[src/rtl/wt_mul8_seq.sv]
// Unsigned 8x8 multiplier that steps one shared 4x4 Wallace-tree core through four
// nibble partial products and accumulates them into a 16-bit product.
module wt_mul8_seq (
  input  logic        clk,
  input  logic        rst,
  input  logic        start,
  input  logic [7:0]  A,
  input  logic [7:0]  B,
  output logic        busy,
  output logic        done,
  output logic [15:0] Product,
  output logic [1:0]  dbg_state
);

  typedef enum logic [1:0] {
    IDLE = 2'd0,
    MUL  = 2'd1,
    DONE = 2'd2
  } state_t;

  state_t      r_state;
  state_t      w_next_state;
  logic [1:0]  r_step;
  logic [7:0]  r_a;
  logic [7:0]  r_b;
  logic [15:0] r_acc;
  logic [15:0] r_product;

  logic [3:0]  w_nib_a;
  logic [3:0]  w_nib_b;
  logic [7:0]  w_pp;
  logic [3:0]  w_shift;
  logic [15:0] w_pp_shifted;
  logic [15:0] w_sum;

  // step[0] picks the high nibble of A, step[1] the high nibble of B.
  assign w_nib_a = r_step[0] ? r_a[7:4] : r_a[3:0];
  assign w_nib_b = r_step[1] ? r_b[7:4] : r_b[3:0];

  WT_Multiplier4x4 u_core (
    .A (w_nib_a),
    .B (w_nib_b),
    .P (w_pp)
  );

  assign w_shift      = {r_step[1] & r_step[0], r_step[1] ^ r_step[0], 2'b00};
  assign w_pp_shifted = {8'h00, w_pp} << w_shift;
  assign w_sum        = r_acc + w_pp_shifted;

  always_ff @(posedge clk) begin
    if (rst) r_state <= IDLE;
    else     r_state <= w_next_state;
  end

  always_comb begin
    w_next_state = r_state;
    busy         = 1'b0;
    done         = 1'b0;
    case (r_state)
      IDLE: if (start) w_next_state = MUL;
      MUL: begin
        busy = 1'b1;
        if (r_step == 2'd3) w_next_state = DONE;
      end
      DONE: begin
        done         = 1'b1;
        w_next_state = IDLE;
      end
      default: w_next_state = IDLE;
    endcase
  end

  // Product is only written on the final step, so it holds between completions.
  always_ff @(posedge clk) begin
    if (rst) begin
      r_step    <= 2'd0;
      r_a       <= 8'h00;
      r_b       <= 8'h00;
      r_acc     <= 16'h0000;
      r_product <= 16'h0000;
    end else begin
      case (r_state)
        IDLE: begin
          if (start) begin
            r_a    <= A;
            r_b    <= B;
            r_acc  <= 16'h0000;
            r_step <= 2'd0;
          end
        end
        MUL: begin
          r_acc  <= w_sum;
          r_step <= r_step + 2'd1;
          if (r_step == 2'd3) r_product <= w_sum;
        end
        default: ;
      endcase
    end
  end

  assign Product   = r_product;
  assign dbg_state = r_state;

endmodule

// Combinational 4x4 unsigned Wallace-tree multiplier: one carry-save layer
// reduces the partial-product matrix, a final adder resolves the rows.
module WT_Multiplier4x4 (
  input  logic [3:0] A,
  input  logic [3:0] B,
  output logic [7:0] P
);

  logic [3:0] w_p0, w_p1, w_p2, w_p3;
  logic       w_s1, w_c1, w_s2, w_c2, w_s3, w_c3, w_s4, w_c4, w_s5, w_c5;
  logic [7:0] w_row0, w_row1, w_row2;

  assign w_p0 = A & {4{B[0]}};
  assign w_p1 = A & {4{B[1]}};
  assign w_p2 = A & {4{B[2]}};
  assign w_p3 = A & {4{B[3]}};

  assign {w_c1, w_s1} = {1'b0, w_p0[1]} + {1'b0, w_p1[0]};
  assign {w_c2, w_s2} = {1'b0, w_p0[2]} + {1'b0, w_p1[1]} + {1'b0, w_p2[0]};
  assign {w_c3, w_s3} = {1'b0, w_p0[3]} + {1'b0, w_p1[2]} + {1'b0, w_p2[1]};
  assign {w_c4, w_s4} = {1'b0, w_p1[3]} + {1'b0, w_p2[2]} + {1'b0, w_p3[1]};
  assign {w_c5, w_s5} = {1'b0, w_p2[3]} + {1'b0, w_p3[2]};

  assign w_row0 = {1'b0, w_p3[3], w_s5, w_s4, w_s3, w_s2, w_s1, w_p0[0]};
  assign w_row1 = {1'b0, w_c5, w_c4, w_c3, w_c2, w_c1, 2'b00};
  assign w_row2 = {4'h0, w_p3[0], 3'b000};

  assign P = w_row0 + w_row1 + w_row2;

endmodule

[config.mk]
export PLATFORM = sky130hd
export DESIGN_NAME = wt_mul8_seq
export DESIGN_NICKNAME = d
export VERILOG_FILES = /design/src/rtl/wt_mul8_seq.sv
export SDC_FILE = /design/constraint.sdc
export NUM_CORES = 1
export LEC_CHECK = 0
export ABC_AREA = 1
export CORE_MARGIN = 2
export CORE_UTILIZATION = 60
export CTS_CLUSTER_DIAMETER = 80
export DETAILED_ROUTE_END_ITERATION = 16
export MAX_ROUTING_LAYER = met4
export PLACE_DENSITY = 0.84
export SLEW_MARGIN = 20
export SYNTH_ARGS = -nofsm -noshare
export SYNTH_HDL_FRONTEND = slang
export SYNTH_HIERARCHICAL = 1
export SYNTH_SLANG_ARGS = --single-unit
[constraint.sdc]
create_clock -name clk -period 13.6 [get_ports clk]
set_clock_uncertainty 0.1 [all_clocks]
set_input_delay 2.72 -clock clk [delete_from_list [all_inputs] [get_ports clk]]
set_output_delay 2.72 -clock clk [all_outputs]
set_load 0.03 [all_outputs]
Word level (Yosys, flattened, before mapping)
Cells that the tools add are included.
- flip-flop bits (word level): 52
- input port bits: 19
- output and inout bits: 20
- logic and storage cells: 47
- add/sub/neg operators: 12
- equality and inequality tests: 5
- shift-type cells: 1
- muxes and demuxes: 11
- bitwise logic cells: 6
- reductions and logical operators: 6
- operators by type and width (operator ; number):
    $pmux W16 S2 ; 1
    $add A16 B16 Y16 ; 1
    $and A4 B4 Y4 ; 4
    $mux W16 ; 1
    $shl A8 B4 Y16 ; 1
    $add A1 B1 Y2 ; 5
    $add A7 B7 Y8 ; 1
    $add A8 B4 Y8 ; 1
    $mux W4 ; 2
    $pmux W2 S2 ; 2
    $reduce_and A2 Y1 ; 4
    $add A2 B1 Y2 ; 3
    $mux W2 ; 3
    $eq A2 B2 Y1 const B ; 2
    $ne A2 B2 Y1 const B ; 2
    $add A2 B1 Y2 const B ; 1
    $eq A2 B1 Y1 const B ; 1
    $logic_not A2 Y1 ; 1
    $mux W1 ; 2
    $reduce_bool A2 Y1 ; 1
    $and A1 B1 Y1 ; 1
    $xor A1 B1 Y1 ; 1

Depth between registers and ports, before layout
Gate-level depths: netlist (run 1).
- depth after elaboration: 9
- depth in mapped cells: 31
- mapped depth without buffers: 30

By module
The synthesis (run 1) kept the hierarchy.
- modules (own cells, without submodules) (module ; times used ; cells each ; area each (um^2) ; seq. area each (um^2)):
    wt_mul8_seq ; 1 ; 478 ; 3081.7 ; 1041.0
    WT_Multiplier4x4 ; 1 ; 75 ; 465.4 ; 0.0

Least setup slack after synthesis (run 1)
OpenSTA, ideal clock, no wires.
- kind: register to register
- start point: register r_step[0]
- end point: register r_product[12] (netlist: Product[12])
- setup time: 109 ps
- arrival: 4125 ps
- path slack: 9267 ps
- cell stages (with the launch flop): 30
- path through: dfxtp_1 > clkbuf_1 > o21ai_0 > nand2_1 > inv_1 > fa_1 > fa_1 > ha_1 > inv_1 > fa_1 > inv_1 > nand2_1 > nand2_1 > nand3_1 > nand2_1 > inv_1 > o21ai_0 > inv_1 > nor2_1 > ha_1 > nand2_1 > inv_1 > a21oi_1 > nand2_1 > nand2_1 > nand3_1 > nand2_1 > nand2_1 > nand2_1 > inv_1
- word-level cells in the longest chain between the ends: 8
- elaborated cells between the ends (all ways): 21
- classes of those cells: 11 x add/sub; 1 x eq/ne; 1 x shift; 1 x mux; 6 x bitwise; 1 x reduce/logical
- ends and longest elaborated chain (element ; RTL line ; source):
    start: declaration ; 23 ; logic [1:0] r_step;
    start signal: assignment ; 93 ; r_step <= r_step + 2'd1;
    $mux W4 * ; 37 ; assign w_nib_a = r_step[0] ? r_a[7:4] : r_a[3:0];
    net w_nib_a[3] ; 29 ; logic [3:0] w_nib_a;
    $and A4 B4 Y4 (on tied branches) ; 118, 119 ;
    $add A1 B1 Y2 (on tied branches) ; 125, 126 ;
    $add A2 B1 Y2 (on tied branches) ; 125, 126 ;
    $add A7 B7 Y8 * ; 133 ; assign P = w_row0 + w_row1 + w_row2;
    $add A8 B4 Y8 * ; 133 ;
    net w_pp[7] ; 31 ; logic [7:0] w_pp;
    $shl A8 B4 Y16 * ; 47 ; assign w_pp_shifted = {8'h00, w_pp} << w_shift;
    $add A16 B16 Y16 * ; 48 ; assign w_sum = r_acc + w_pp_shifted;
    end signal: assignment ; 94 ; if (r_step == 2'd3) r_product <= w_sum;
    end: declaration ; 27 ; logic [15:0] r_product;
Mark *: on every way through the listed nets, which the timed path passes. The rest lies on a longest branch.
A chain may end at the register's enable or synchronous reset.

Final worst setup path (run 1)
- start point: register r_step[0]
- end point: register r_acc[8]
- word-level cells in the longest chain between the ends: 9
- elaborated cells between the ends (all ways): 20
- classes of those cells: 11 x add/sub; 1 x shift; 2 x mux; 6 x bitwise
- ends and longest elaborated chain (element ; RTL line ; source):
    $mux W4 * ; 37 ;
    net w_nib_a[3] ; 29 ;
    $and A4 B4 Y4 (on tied branches) ; 118, 119 ;
    $add A1 B1 Y2 (on tied branches) ; 125, 126 ;
    $add A2 B1 Y2 (on tied branches) ; 125, 126 ;
    $add A7 B7 Y8 * ; 133 ;
    $add A8 B4 Y8 * ; 133 ;
    net w_pp[7] ; 31 ;
    $shl A8 B4 Y16 * ; 47 ;
    $add A16 B16 Y16 * ; 48 ;
    $pmux W16 S2 * ; 82 ; case (r_state)
    end signal: assignment ; 92 ; r_acc <= w_sum;
    end: declaration ; 26 ; logic [15:0] r_acc;
Marked as above.

==> results_dict.tcl, run 1 <==
set metrics [dict create \
    synth_edf_count 0 \
    antenna_cells 0 \
    cts_tree "yes" \
    fin_tns_setup_ps 0 \
    ios 39 \
    numCtsBuffers 5 \
    met1_usage_pct 31.50 \
    dp.final_hpwl_microns 6378 \
    ys.flop_type "dfxtp_1" \
    netlist_top_cells_count "nand2_1, inv_1, dfxtp_1" \
    p_leak_nw 2.141 \
    tightest_slew_ps 837.8 \
    grt.met2_usage_pct 47.02 \
    yosys_warnings 6 \
    worstPathMaxFanout 11 \
    status "completed" \
    drc 0 \
    portBuffers 38 \
    drtAntennaViolNets 0 \
    vias 3355 \
    yosys.area.top_type "dfxtp_1" \
    synth-seq-cells 52 \
    syn2layout_area_growth_pct 12.98 \
    total_power_mw 0.3148 \
    post_drt_wl_per_cell_microns 12.40 \
    synthCells 553 \
    hold_path_class "reg2reg" \
    hold_violations 0 \
    cp.arrival_ps 4980 \
    drive_above_1_share_pct 2.926 \
    postCtsSetupBuffers 0 \
    worstSetupPathType "reg2reg" \
    initial_core_util_pct 60.99 \
    period_share_pct 35.79 \
    cp-start-kind "register" \
    synth_nets 604 \
    routed_via_density 5.114 \
    grt_max_degree 32 \
    clock.fmax_ghz 0.2054 \
    ys_seq_area_share_pct 29.35 \
    grt_overflow 0 \
    setup_viol 0 \
    syn_area_per_cell_sq_um 6.414 \
    grt_setup_unrepaired "no" \
    yosysMostFrequentCell "nand2_1" \
    clkLatencyLatePin_ps 300 \
    postCtsHoldBufs 0 \
    place_congestion 0.9532 \
    grt_pass1_vias 2985 \
    endpoint_kind "register" \
    cts_max_path_buffers 2 \
    ir_drop_mv 0.06149 \
    worstHoldStart "r_b[1]" \
    synthDistinctLibCells 26 \
    powerDensity_nw_per_um2 78.56 \
    nNetsFinal 631 \
    slew_headroom_pct 43.97 \
    fp.dieW_microns 80.89 \
    h-tree-depth 2 \
    fp-row-count 28 \
    drtPass1Iterations 5 \
    cp.required_ps 13720 \
    initialDrtViolationCount 184 \
    netlist.area_leader.share_pct 29.35 \
    grtUsageMet3_pct 3.667 \
    path_clk_slew_ps 100 \
    cts_sinks 52 \
    synth_area_sq_um 3547 \
    maxCapViolCount 0 \
    routed_wl_microns 8137 \
    min_period_ps 4868 \
    cts.repair.resized 0 \
    fp.coreArea_sq_um 5816 \
    startpoint "r_step[0]" \
    ys_top_cells_by_area "dfxtp_1, nand2_1, inv_1, ha_1, a21oi_1" \
    slew_viol_final 0 \
    grt.busiest_layer "met2" \
    track_usage_pct 26.53 \
    die_h_microns 80.89 \
    dieArea_sq_um 6543 \
    grt_pass1_wl_microns 13280 \
    antenna_found_initial 0 \
    clock-root-buffer "clkbuf_8" \
    r2r-start "r_step[0]" \
    async_reset_ff_share_pct 0 \
]
==> metrics by stage <==
stage	util (%)	setup WS, ps	cell area [sq um]	instances	hold WS [ps]
after floorplan	-	9267	3547	553	324.5
after global placement	67.38	8710	3919	648	336.0
after detailed placement	67.38	8599	3919	648	344.3
after CTS	68.91	8708	4008	656	357.6
after global routing	68.91	8228	4008	656	379.6
final	68.91	8732	4008	656	358.3
==> cells in the final DEF, fill, tap and decap left out <==
| cell | instances |
|---|---|
| o21bai_1 | 8 |
| clkinv_4 | 1 |
| clkdlybuf4s50_1 | 38 |
| or2_1 | 1 |
| nor2_4 | 1 |
| clkbuf_1 | 1 |
| nand2_1 | 172 |
| nor2_8 | 1 |
| o22ai_1 | 1 |
| clkinvlp_4 | 1 |
| inv_1 | 96 |
| nor3_1 | 3 |
| clkbuf_8 | 5 |
| xor2_1 | 6 |
| ha_1 | 26 |
| or2_2 | 1 |
| inv_2 | 3 |
| or2_4 | 1 |
| nand2_2 | 3 |
| xnor2_1 | 2 |
| nor2_1 | 44 |
| a21oi_1 | 39 |
| fa_1 | 6 |
| nand3_1 | 25 |
| o21a_1 | 5 |
| o21ai_0 | 39 |
| dfxtp_1 | 52 |
==> path summary, 6_finish.rpt <==
kind	endpoint	slack [ps]	cells past startpoint
max	r_acc[8]	8730	25
min	r_b[1]	360	2
max reg2reg	r_acc[8]	8730	25
min reg2reg	r_b[1]	360	2
==> flip-flops by register name, summed over array words and instances, names as in the netlist <==
name / cells
r_b: 8
dbg_state: 2
Product: 16
r_a: 8
r_step: 2
r_acc: 16
==> critical path, stage by stage (launching register included) <==
cell and delay [ps]:
dfxtp_1 420, o21ai_0 470, nand2_1 100, inv_1 100
fa_1 410, fa_1 530, ha_1 190, inv_1 60
fa_1 400, inv_1 90, nand2_1 50, nand2_1 50
nand3_1 60, nand2_1 60, inv_1 40, o21ai_0 290
inv_1 80, nor2_1 120, ha_1 290, nand2_1 110
inv_1 60, a21oi_1 130, nand2_1 100, xor2_1 230
nand2_1 80, a21oi_1 140
==> cell families (layout without fill, tap and decap cells) <==
logic type / count (synthesis) / count (layout) / synth area share, %
adders and majority gates: 32 / 32 / 12.56
xor gates and xnor gates: 8 / 8 / 1.975
buffers and inverters: 117 / 145 / 13.37
and+or+nand+nor: 252 / 252 / 28.82
DFF: 52 / 52 / 29.35
AOI/OAI and AO/OA: 92 / 92 / 13.93
==> per-layer routing <==
| layer | part of all wire (%) | vias up |
|---|---|---|
| li1 | - | 1760 |
| met1 | 43 | 1507 |
| met2 | 51 | 73 |
| met3 | 3.9 | 15 |
| met4 | 2.2 | 0 |
| met5 | 0 | - |
==> power by group <==
group	internal [mW]	total, mW	switching (mW)
clock	0.0367	0.0887	0.0520
combinational	0.0234	0.0641	0.0407
sequential	0.158	0.162	0.00396
total	0.218	0.315	0.0967
==> final cells by class <==
class / count / area [sq um]
clock buffers: 6 / 72.57
inverters: 99 / 371.6
well taps: 75 / 93.84
fillers: 523 / 1808
flip-flops and latches: 52 / 1041
clock inverters: 2 / 16.27
repair buffers: 38 / 380.4
multi-input cells: 384 / 2032
(Power assumes the default switching activity.)
==> run 2, diff against run 1 <==
- CORE_UTILIZATION: 60 -> 52
- PLACE_DENSITY: 0.84 -> 0.77
- clock period: 13.6 -> 4.28 ns (I/O delays scaled with it)
==> results_dict.tcl, run 2 (synthesized netlist as in run 1, its figures left out) <==
set metrics [dict create \
    status "finished, violations left" \
    violations "setup timing" \
    place_congestion 0.9667 \
    post_drt_wl_per_cell_microns 12.86 \
    p_leak_nw 2.307 \
    seqPwrFrac_pct 45.9 \
    initial_core_util_pct 53.09 \
    grt_overflow 0 \
    hold_violations 0 \
    hold_path_class "reg2reg" \
    clock_power_share_pct 32.0 \
    slowest_stage "fa_1" \
    track_usage_pct 24.35 \
    nFillCells 593 \
    worstSetupPathType "reg2reg" \
    maxCapViolCount 0 \
    hold-worst-slack_ps 363.0 \
    dp.final_hpwl_microns 6603 \
    reg2reg_slack_ps -40 \
    path_clk_slew_ps 100 \
    drtPass1Iterations 5 \
    reg2regPathDepth 28 \
    r2r-start "r_step[0]" \
    dieArea_sq_um 7498 \
    powerDensity_nw_per_um2 254.4 \
    mostFrequentLayoutCells "nand2_1, inv_1, dfxtp_1, nor2_1, clkdlybuf4s50_1" \
    antenna_cells 0 \
    cp-endpoint "r_acc[12]" \
    drive_above_1_share_pct 15.37 \
    grt.busiest_layer "met2" \
    switchingPower_mw 0.3235 \
    vias 3433 \
    numCtsBuffers 5 \
    fin_ws_ps -36.97 \
    cts_tree "yes" \
    clkLatencyLatePin_ps 310 \
    startpoint "r_step[0]" \
    cts_sinks 52 \
    grt_max_degree 32 \
    slew_headroom_pct 45.22 \
    cp.arrival_ps 4470 \
    stdcell_count 685 \
    grt_pass1_wl_microns 13960 \
    nNetsFinal 655 \
    syn2layout_area_growth_pct 23.95 \
    ios 39 \
    grt_pass1_vias 3140 \
    grt.met2_usage_pct 44.34 \
    initialDrtViolationCount 203 \
    postCtsHoldBufs 0 \
    fp-row-count 30 \
    combinationalPowerShare_pct 22.0 \
    placed_cells 672 \
    endpoint_kind "register" \
    fp.coreArea_sq_um 6681 \
    cts_max_path_buffers 2 \
    cpMostUsedCell "nand2_1" \
    h-tree-depth 2 \
    routed_via_density 5.012 \
    clock.fmax_ghz 0.2316 \
    fp.dieW_microns 86.59 \
    cp-start-kind "register" \
    drc 0 \
    period_share_pct 100.9 \
    clock-root-buffer "clkbuf_8" \
    min_period_ps 4317 \
    tightest_slew_ps 820.8 \
    total_power_mw 1.118 \
    dpl_cell_area_sq_um 4068 \
    switching_share_pct 28.92 \
    p_int_mw 0.7949 \
    met1_usage_pct 26.69 \
    layout_commonest_cell "nand2_1" \
    antenna_found_initial 0 \
    slew_viol_final 0 \
    routed_wl_microns 8811 \
    portBuffers 38 \
    worstPathMaxFanout 6 \
    die_h_microns 86.59 \
    worst_r2r_endpoint "r_acc[12]" \
    ir_drop_mv 0.2040 \
    grt_setup_unrepaired "yes" \
    cp.required_ps 4430 \
    fin_area_sq_um 4397 \
    grtUsageMet3_pct 3.524 \
    drtAntennaViolNets 0 \
    setup_viol 5 \
    cp_slowest_stage_delay_ps 500 \
]
==> run 2: cell types whose count changed in the layout (fill, tap and decap cells not counted), moves of 6 or more <==
cell     delta
buf_4      +23
inv_1       -8
inv_2       +8
nand2_1    -19
nand2_2    +18
o21ai_0    -11
o21ai_1     +6
==> run 2: cell type report <==
class	count	area, sq um	area share [%]
Multi-Input combinational cell	384	2191	49.83
Sequential cell	52	1049	23.85
Timing Repair Buffer	62	564.3	12.83
Inverter	99	371.6	8.452
Tap cell	80	100.1	2.277
Clock buffer	6	82.58	1.878
Clock inverter	2	38.79	0.8822
==> run 2: worst max-delay path: cells and delay by family, from the launching register on <==
kind                     cells  cell delay (ps)
AO/OA/AOI/OAI                4              600
adder cells (fa/ha/maj)      5             1820
buffers and inverters        6              400
flip-flops                   1              380
AND/OR/NAND/NOR             13              950
==> run 2: worst min path at each step <==
stage / from / to / cells past startpoint
4_1_cts: r_b[2] / r_b[2] / 2
3_3_place_gp: r_b[1] / r_b[1] / 2
2_1_floorplan: r_a[0] / r_a[0] / 2
6_report: r_b[2] / r_b[2] / 2
3_5_place_dp: r_b[1] / r_b[1] / 2
5_1_grt: r_b[2] / r_b[2] / 2
==> run 2: timing repair <==
item | 4_1_cts | 5_1_grt
buffers inserted | 0 | 5
setup endpoints to repair | 21 | 22
endpoints found under the hold margin | 0 | 0
pin swaps | 0 | 29
gates resized for setup | 14 | 54
==> run 2: power groups by stage <==
stage,Sequential [mW],Clock [mW],Combinational (mW)
finish,0.514,0.358,0.246
global route,0.515,0.384,0.272
CTS,0.514,0.366,0.229
detailed placement,0.525,0,0.225
global placement,0.525,0,0.219
floorplan,0.522,0,0.149
==> run 2: routing by layer <==
metal / up-vias / part of all wire [%]
li1: 1808 / -
met1: 1561 / 41
met2: 46 / 54
met3: 18 / 2.7
met4: 0 / 2.3
met5: - / 0
==> run 2: per-stage QoR <==
| stage | util [%] | TNS (ps) | worst slack [ps] |
|---|---|---|---|
| after floorplan | - | 0 | 2.376 |
| after global placement | 60.88 | -1053 | -133.7 |
| after detailed placement | 60.88 | -3296 | -262.3 |
| after CTS | 63.09 | 0 | 14.59 |
| after global routing | 65.81 | -3958 | -301.1 |
| final | 65.81 | -58.58 | -36.97 |
==> run 3, diff against run 2 <==
- SKIP_CTS_REPAIR_TIMING: default -> 1
==> results_dict.tcl, run 3 (synthesized netlist as in run 1, its figures left out) <==
set metrics [dict create \
    cp-start-kind "register" \
    fin_tns_setup_ps -48.63 \
    violations "setup timing" \
    grt_pass1_vias 3124 \
    place_ws_ps -262.3 \
    hold_path_class "reg2reg" \
    cts_sinks 52 \
    initialDrtViolationCount 156 \
    maxCapViolCount 0 \
    hold_violations 0 \
    clock.fmax_ghz 0.2316 \
    grt_setup_unrepaired "yes" \
    slew_viol_final 0 \
    ir_drop_mv 0.2042 \
    ios 39 \
    routed_wl_microns 8774 \
    p_int_mw 0.7968 \
    post-route-util_pct 66.18 \
    initial_core_util_pct 53.09 \
    antenna_found_initial 0 \
    antenna_cells 0 \
    fin_area_sq_um 4422 \
    stdcell_count 687 \
    period_share_pct 100.9 \
    reg2reg_slack_ps -40 \
    drc 0 \
    cpMostUsedCell "nand2_1" \
    portBuffers 38 \
    p_leak_nw 2.318 \
    seqPwrFrac_pct 45.7 \
    place_congestion 0.9667 \
    grt_max_degree 32 \
    mostFrequentLayoutCells "nand2_1, inv_1, dfxtp_1, nor2_1, clkdlybuf4s50_1" \
    dieArea_sq_um 7498 \
    path_clk_slew_ps 100 \
    post_drt_wl_per_cell_microns 12.77 \
    cts_max_path_buffers 2 \
    fin_ws_ps -36.91 \
    vias 3464 \
    routed_via_density 5.042 \
    h-tree-depth 2 \
    fp.coreArea_sq_um 6681 \
    slowest_stage "fa_1" \
    switching_share_pct 29.17 \
    cp.required_ps 4430 \
    placed_cells 672 \
    switchingPower_mw 0.3281 \
    drive_above_1_share_pct 16.14 \
    tightest_slew_ps 801.3 \
    track_usage_pct 24.22 \
    numCtsBuffers 5 \
    total_power_mw 1.125 \
    nNetsFinal 657 \
    worstPathMaxFanout 6 \
    endpoint_kind "register" \
    clock-root-buffer "clkbuf_8" \
    combinationalPowerShare_pct 22.1 \
    hold-worst-slack_ps 372.1 \
    drtPass1Iterations 4 \
    powerDensity_nw_per_um2 254.4 \
    setup_viol 4 \
    dp.final_hpwl_microns 6603 \
    cp.arrival_ps 4470 \
    grt_pass1_wl_microns 13890 \
    dpl_cell_area_sq_um 4068 \
    drtAntennaViolNets 0 \
    fp.dieW_microns 86.59 \
    syn2layout_area_growth_pct 24.66 \
    layout_commonest_cell "nand2_1" \
    status "finished, violations left" \
    cp_slowest_stage_delay_ps 500 \
    grt_overflow 0 \
    slew_headroom_pct 46.52 \
    clkLatencyLatePin_ps 310 \
    cts_tree "yes" \
    die_h_microns 86.59 \
    fp-row-count 30 \
    min_period_ps 4317 \
    worstSetupPathType "reg2reg" \
    clock_power_share_pct 32.2 \
]
==> run 3: area by class of cell <==
type,count,area [sq um]
Sequential cell,52,1049
Tap cell,80,100.1
Multi-Input combinational cell,384,2197
Inverter,99,371.6
Clock buffer,6,82.58
Fill cell,578,2260
Timing Repair Buffer,64,583.1
Clock inverter,2,38.79
==> run 3: power by group through the flow <==
| stage | clock network, mW | registers (mW) | logic, mW |
|---|---|---|---|
| floorplan | 0 | 0.522 | 0.149 |
| global placement | 0 | 0.525 | 0.219 |
| detailed placement | 0 | 0.525 | 0.225 |
| CTS | 0.366 | 0.514 | 0.227 |
| global route | 0.386 | 0.516 | 0.273 |
| finish | 0.362 | 0.514 | 0.249 |
==> run 3: final timing paths <==
path / end / start / cells past startpoint
min: r_b[1] / r_b[1] / 2
max: r_acc[12] / r_step[0] / 29
min reg2reg: r_b[1] / r_b[1] / 2
max reg2reg: r_acc[12] / r_step[0] / 29
==> run 3: critical path: cells and delay by family (launching register included) <==
family	cells	cell delay (ps)
adder cells (fa/ha/maj)	5	1820
buffers and inverters	6	380
flip-flops	1	410
AO/OA/AOI/OAI	4	520
AND/OR/NAND/NOR	14	1020
==> run 3: layer usage <==
| layer | track usage (%) | part of all wire [%] |
|---|---|---|
| met1 | 26.60 | 41 |
| met2 | 44.27 | 54 |
| met3 | 3.524 | 2.3 |
| met4 | 8.665 | 2.8 |
| met5 | - | 0 |
